===== src/rtl/mem_addr_manager.sv =====
// mem_addr_manager: qualifies load/store requests and registers the window-relative physical address.
// Optional MEM_ADDR_WRAP_EN: out-of-window single requests wrap into the window instead of faulting.
module mem_addr_manager #(
    parameter int                ADDR_W        = 16,
    parameter logic [ADDR_W-1:0] BASE_ADDR     = '0,
    parameter int                MEM_SIZE_LOG2 = 16
) (
    input  logic              clk,
    input  logic              rst,
    input  logic              read_enable,
    input  logic              write_enable,
    input  logic [ADDR_W-1:0] input_address,
    output logic [ADDR_W-1:0] output_address,
    output logic              addr_valid,
    output logic              access_is_write,
    output logic              addr_fault
);
    localparam logic [ADDR_W:0] WIN_SIZE = (ADDR_W+1)'(1) << MEM_SIZE_LOG2;
    logic              single;
    logic              accept;
    logic              reject;
    logic [ADDR_W-1:0] offset;
    logic [ADDR_W-1:0] phys;
`ifdef MEM_ADDR_WRAP_EN
    localparam logic [ADDR_W-1:0] WIN_MASK = ADDR_W'(WIN_SIZE - (ADDR_W+1)'(1));
    always_comb begin
        single = read_enable ^ write_enable;
        offset = input_address - BASE_ADDR;
        accept = single;
        phys   = offset & WIN_MASK;
        reject = (read_enable | write_enable) & ~accept;
    end
`else
    // one extra bit keeps the window end from overflowing at the top of the address space
    localparam logic [ADDR_W:0] WIN_LAST = {1'b0, BASE_ADDR} + WIN_SIZE - (ADDR_W+1)'(1);
    logic [ADDR_W:0] addr_ext;
    logic            in_window;
    always_comb begin
        single    = read_enable ^ write_enable;
        offset    = input_address - BASE_ADDR;
        addr_ext  = {1'b0, input_address};
        in_window = (addr_ext >= {1'b0, BASE_ADDR}) && (addr_ext <= WIN_LAST);
        accept    = single & in_window;
        phys      = offset;
        reject    = (read_enable | write_enable) & ~accept;
    end
`endif
    always_ff @(posedge clk) begin
        if (rst) begin
            output_address  <= '0;
            addr_valid      <= 1'b0;
            access_is_write <= 1'b0;
            addr_fault      <= 1'b0;
        end else begin
            addr_valid <= accept;
            addr_fault <= reject;
            if (accept) begin
                output_address  <= phys;
                access_is_write <= write_enable;
            end
        end
    end
endmodule


===== config.mk =====
export PLATFORM = sky130hd
export DESIGN_NAME = mem_addr_manager
export DESIGN_NICKNAME = d
export VERILOG_FILES = /design/src/rtl/mem_addr_manager.sv
export SDC_FILE = /design/constraint.sdc
export NUM_CORES = 1
export LEC_CHECK = 0
export BUFFER_PORTS_ARGS = -buffer_cell sky130_fd_sc_hd__buf_2
export CORE_MARGIN = 5
export CORE_UTILIZATION = 44
export DETAILED_ROUTE_END_ITERATION = 16
export PLACE_DENSITY = 0.8
export SYNTH_ARGS = -nofsm -noshare
export SYNTH_HDL_FRONTEND = slang
export SYNTH_SLANG_ARGS = --single-unit

===== constraint.sdc =====
create_clock -name clk -period 3.3 [get_ports clk]
set_clock_uncertainty 0.1 [all_clocks]
set_input_delay 0.66 -clock clk [delete_from_list [all_inputs] [get_ports clk]]
set_output_delay 0.66 -clock clk [all_outputs]
set_load 0.01 [all_outputs]

==> metrics.md, run 1 <==
| Metric | Value |
|---|---|
| Outcome | `finished clean` |
| Layout cells sized above 1 | `41.84%` |
| DRT Pass-1 Iters | `2` |
| Worst path slowest cell | `ha_1` |
| Hpwl dp | `953.5 um` |
| R2r worst-path depth | `2` |
| Rows | `14` |
| Clk buf depth | `2` |
| Worst hold path depth | `2` |
| Final setup violation count | `0` |
| Crit Reg-Reg Endpoint | `output_address[10]` |
| Mapped Avg Cell Area | `11.34 sq um` |
| CTS root buf | `clkbuf_4` |
| Pleak | `0.0004859 uW` |
| Worst min-delay path category | `register to register` |
| Cts repair resizes | `0` |
| Setup tns final | `0 ns` |
| Sequential share of the synthesized area | `55.88%` |
| Gr ovfl total | `0` |
| Die span in x | `49.33 um` |
| IO buf count | `38` |
| Internal | `334.1 uW` |
| Worst Setup End Kind | `register` |
| Post-layout power | `444.3 uW` |
| Post-Route WL | `1272 um` |
| Clock Power Share | `24.8%` |
| WS Path Type | `primary input to register` |
| Die height | `49.33 um` |
| Psw | `110.2 uW` |
| GRT Resource Usage Total | `10.74%` |
| Critical R2R Launch | `output_address[10]` |
| Final Core Density | `58.82%` |
| TritonCTS Sinks | `19` |
| DRT iter0 DRCs | `3` |
| Slew Viols, Final | `0` |
| Sequential power share | `57.1%` |
| Clk slew on worst S/H paths | `0.10 ns` |
| Least-Margin Pin Slew | `0.8602 ns` |
| Diode count | `0` |
| Clk Latency, worst-skew pair | `0.28 ns` |
| Initial Util | `45.71%` |
| Crit Path Max Fanout | `18` |
| Hold Slack | `0.3922 ns` |
| Number of global-route vias before repair | `497` |
| Worst path max stage delay | `0.84 ns` |
| Hold_sp | `output_address[9]` |
| DR vias/cell | `4.623` |
| Post-synthesis register bit count | `19` |
| TritonCTS buffer count | `3` |
| Power Dens Cells | `507.2 mW/mm^2` |
| Via count | `527` |
| Initial antenna violation count | `0` |
| Final clock period utilization by the worst path | `56.53%` |
| RSZ-0062 raised after global routing | `no` |
| H-tree depth | `1` |
| Worst R2R Setup Slack | `2.59 ns` |
| Worst vdd ir | `0.2600 mV` |
| Syn Nets | `81` |
| Drt drc | `0` |
| Tmin final | `1.865 ns` |
| Sw frac | `24.80%` |
| Slew Limit Headroom | `42.66%` |
| Critical Path RT | `3.37 ns` |
| Mapped cell area | `680.7 sq um` |
| Io pins | `39` |
| Core area | `0.001489 sq mm` |
| Synth unique cells | `8` |
| Arr. time, crit path | `1.94 ns` |
| Synthesis-to-finish area growth | `28.68%` |
| Nets | `120` |
| Combinational Power Share | `18.0%` |
| Critical-path cell list | `buf_2, ha_1, mux2i_1, nor2_1` |
| Final hold vios | `0` |
| Max_cap viols | `0` |
| Yosys warnings | `0` |
| Post-DRT Antenna Nets | `0` |
| Die area | `0.002433 sq mm` |
| Largest net degree at the start of global routing | `20` |
| WHS Endpoint | `output_address[9]` |
| Hold buffer count at cts | `0` |
| Wire length per cell | `11.16 um` |
| First-pass GRT wire length | `2049 um` |
| Gpl congestion | `0.6189` |
| Postcts setup bufs | `0` |
| Syn Inst Count | `60` |
| CTS tree | `done` |
| Max Fclk | `0.5361 GHz` |
| CP startpoint kind | `primary input` |
-- power groups by stage --
stage | Sequential [uW] | Clock (uW) | Combinational (uW)
after floorplan | 268 | 0 | 47.0
after global placement | 259 | 0 | 80.0
after detailed placement | 259 | 0 | 81.7
after CTS | 254 | 116 | 81.9
after global routing | 257 | 127 | 89.2
final | 254 | 110 | 80.1
-- synth_stat cells --
cell / instances / area share (%)
nor2b_1: 2 / 1.8
ha_1: 1 / 1.8
buf_2: 2 / 1.5
dfxtp_1: 19 / 56
buf_12: 1 / 2.9
mux2i_1: 17 / 25
buf_6: 1 / 1.7
nor2_1: 17 / 9.4
-- sequential cells by signal, indices dropped and copies added (netlist names) --
signal and count:
addr_valid 1, addr_fault 1, access_is_write 1, output_address 16
-- critical path, delay by kind of cell --
family / cells / cell delay, ns
adders and majority gates: 1 / 0.84
buffers and inverters: 1 / 0.11
muxes: 1 / 0.26
and+or+nand+nor: 1 / 0.06
-- cells by family after synthesis --
group                      Yosys count  share of synthesized area [%]
adders and majority gates            1                          1.838
buffers and inverters                4                          6.066
and+or+nand+nor                     19                          11.21
muxes                               17                          25.00
DFF                                 19                          55.88
-- worst max-delay path by stage --
stage / slack (ns) / to / from / cells past startpoint
floorplan: 1.66 / output_address[10] / read_enable / 5
global placement: 1.14 / output_address[12] / write_enable / 4
detailed placement: 1.11 / output_address[4] / write_enable / 4
CTS: 1.42 / output_address[6] / write_enable / 4
global route: 1.34 / output_address[4] / write_enable / 4
finish: 1.43 / output_address[6] / write_enable / 4
-- layout make-up --
type,count,area (sq um)
clock buffers,4,26.28
flip-flops and latches,19,380.4
multi-input cells,37,259.0
well taps,16,20.02
repair buffers,38,190.2
fillers,141,613.1
-- through the flow --
| stage | cells | worst slack (ns) | cell area (sq um) |
|---|---|---|---|
| final | 114 | 1.435 | 875.8 |
| after global routing | 114 | 1.342 | 875.8 |
| after CTS | 114 | 1.425 | 875.8 |
| after detailed placement | 110 | 1.114 | 849.6 |
| after global placement | 110 | 1.139 | 849.6 |
| after floorplan | 60 | 1.657 | 680.7 |
-- placed cells by master, fill, tap and decap left out --
cell	synthesis	final
buf_2	2	38
dfxtp_1	19	19
mux2i_1	17	17
nor2_1	17	17
clkbuf_4	0	3
nor2b_1	2	2
ha_1	1	1
clkbuf_1	0	1
-- metal layers --
metal / part of all wire [%] / track usage [%] / wire [um] / vias up
met4: 2.1 / 9.417 / 27 / 0
met3: 6.0 / 2.752 / 76 / 2
li1: - / - / - / 271
met1: 39 / 10.11 / 502 / 238
met2: 52 / 18.67 / 665 / 16
met5: 0 / 0 / 0 / -
(Power assumes the default switching activity.)
==> run 2, diff against run 1 <==
--- a/config.mk
+++ b/config.mk
@@ -7,9 +7,9 @@
 export LEC_CHECK = 0
 export BUFFER_PORTS_ARGS = -buffer_cell sky130_fd_sc_hd__buf_2
 export CORE_MARGIN = 5
-export CORE_UTILIZATION = 44
+export CORE_UTILIZATION = 37
 export DETAILED_ROUTE_END_ITERATION = 16
-export PLACE_DENSITY = 0.8
+export PLACE_DENSITY = 0.72
 export SYNTH_ARGS = -nofsm -noshare
 export SYNTH_HDL_FRONTEND = slang
 export SYNTH_SLANG_ARGS = --single-unit
==> constraint.sdc (replaced) <==
create_clock -name clk -period 1.6 [get_ports clk]
set_clock_uncertainty 0.1 [all_clocks]
set_input_delay 0.32 -clock clk [delete_from_list [all_inputs] [get_ports clk]]
set_output_delay 0.32 -clock clk [all_outputs]
set_load 0.01 [all_outputs]
==> run 2 against run 1 <==
Against the previous run: clock power rose by 120%; wire length up 6.7%; largest cell class unchanged; combinational power up 120%.
==> metrics.md, run 2 (same netlist as run 1, synthesis figures left out) <==
| Metric | Value |
|---|---|
| Power Dens Cells | `1030 mW/mm^2` |
| Critical Path RT | `1.18 ns` |
| Die area | `0.002797 sq mm` |
| CTS tree | `done` |
| Clk Latency, worst-skew pair | `0.29 ns` |
| Cell family with most CP delay | `flip-flops` |
| Worst path slowest cell | `dfxtp_1` |
| Wire length per cell | `10.86 um` |
| Postcts setup bufs | `0` |
| Post-layout power | `941.7 uW` |
| Hold buffer count at cts | `0` |
| Layout cells sized above 1 | `43.00%` |
| Cts repair resizes | `0` |
| GRT Resource Usage Total | `10.77%` |
| Io pins | `39` |
| Tmin final | `1.207 ns` |
| Routing usage on met2 | `19.63%` |
| Crit Reg-Reg Endpoint | `access_is_write` |
| Slew Limit Headroom | `79.29%` |
| Fillers | `174` |
| Least-Margin Pin Slew | `0.3107 ns` |
| Initial antenna violation count | `0` |
| Hold_sp | `input_address[13]` |
| R2r worst-path depth | `2` |
| Worst hold path depth | `3` |
| DRT iter0 DRCs | `1` |
| Most common cell after layout, fill and taps aside | `buf_2` |
| Gr ovfl total | `0` |
| Post-Place Cell Area | `888.4 sq um` |
| Slew Viols, Final | `0` |
| WS Path Type | `register to output port` |
| Final setup violation count | `0` |
| Core area | `0.001745 sq mm` |
| Crit Path Max Fanout | `2` |
| TritonCTS buffer count | `3` |
| Die height | `52.89 um` |
| Nets | `122` |
| Met3 Use GR | `1.690%` |
| CTS root buf | `clkbuf_4` |
| Post-DRT Antenna Nets | `0` |
| Die span in x | `52.89 um` |
| Worst min-delay path category | `primary input to register` |
| Number of global-route vias before repair | `511` |
| Gpl congestion | `0.6701` |
| Setup tns final | `0 ns` |
| WHS Endpoint | `output_address[13]` |
| IO buf count | `38` |
| Commonest cells after routing, fill and taps aside | `buf_2, dfxtp_1, mux2i_1, nor2_1, clkbuf_4` |
| RSZ-0062 raised after global routing | `no` |
| Worst R2R Setup Slack | `0.86 ns` |
| Worst path max stage delay | `0.36 ns` |
| TritonCTS Sinks | `19` |
| Synthesis-to-finish area growth | `34.37%` |
| Rows | `15` |
| DR vias/cell | `4.320` |
| Pleak | `0.0005001 uW` |
| Max Fclk | `0.8283 GHz` |
| Initial Util | `39.00%` |
| Worst Setup End Kind | `output port` |
| Biggest register | `output_address` |
| DRT Pass-1 Iters | `2` |
| Crit path buffers/inverters | `1` |
| Final hold vios | `0` |
| Via count | `540` |
| CP startpoint kind | `register` |
| Dpl cells | `121` |
| Clk buf depth | `2` |
| Largest net degree at the start of global routing | `20` |
| Grt peak-use layer | `met2` |
| Critical R2R Launch | `access_is_write` |
| Arr. time, crit path | `0.79 ns` |
| H-tree depth | `1` |
| Final clock period utilization by the worst path | `75.45%` |
| GRT met1 Usage | `10.46%` |
| Final std cells w/o fill | `125` |
| Critical-path cell list | `buf_2` |
| Clk slew on worst S/H paths | `0.10 ns` |
| First-pass GRT wire length | `2145 um` |
| Drt drc | `0` |
| Hold Slack | `0.1546 ns` |
| Post-Route WL | `1357 um` |
| Max reg flops | `16` |
| Worst vdd ir | `0.5020 mV` |
| Diode count | `0` |
| Final design area excluding fillers | `914.6 sq um` |
| Max_cap viols | `0` |
| Outcome | `finished clean` |
## run 2: changes by cell type in the layout (fill, tap and decap cells not counted), sizes merged
cell / before / now
buf: 38 / 40
## run 2: area by class of cell
| class | instances | area [sq um] | area share (%) |
|---|---|---|---|
| clock buffers | 4 | 26.28 | 2.873 |
| repair buffers | 40 | 217.7 | 23.80 |
| flip-flops and latches | 19 | 380.4 | 41.59 |
| multi-input cells | 37 | 259.0 | 28.32 |
| well taps | 25 | 31.28 | 3.420 |
## run 2: power breakdown
part | switching (uW) | total (uW) | internal (uW)
combinational | 85.0 | 179 | 94.4
sequential | 15.3 | 524 | 509
clock | 141 | 238 | 97.0
## run 2: layer usage
metal / routed length, um / part of all wire, %
met5: 0 / 0
met4: 38 / 2.8
met3: 54 / 4.0
met2: 765 / 56
met1: 498 / 37
## run 2: worst max path at each step
| stage | start | to | slack (ns) | depth (start not counted) |
|---|---|---|---|---|
| 6_report | access_is_write | access_is_write | 0.39 | 1 |
| 5_1_grt | write_enable | output_address[14] | 0.35 | 5 |
| 4_1_cts | access_is_write | access_is_write | 0.37 | 1 |
| 3_5_place_dp | write_enable | output_address[13] | 0.10 | 5 |
| 3_3_place_gp | write_enable | output_address[0] | 0.13 | 5 |
| 2_1_floorplan | read_enable | output_address[10] | 0.30 | 5 |
## run 2: per-stage QoR
| stage | setup slack, ns | utilization [%] |
|---|---|---|
| after floorplan | 0.2969 | - |
| after global placement | 0.1299 | 50.90 |
| after detailed placement | 0.1010 | 50.90 |
| after CTS | 0.3721 | 52.40 |
| after global routing | 0.3513 | 52.40 |
| final | 0.3928 | 52.40 |
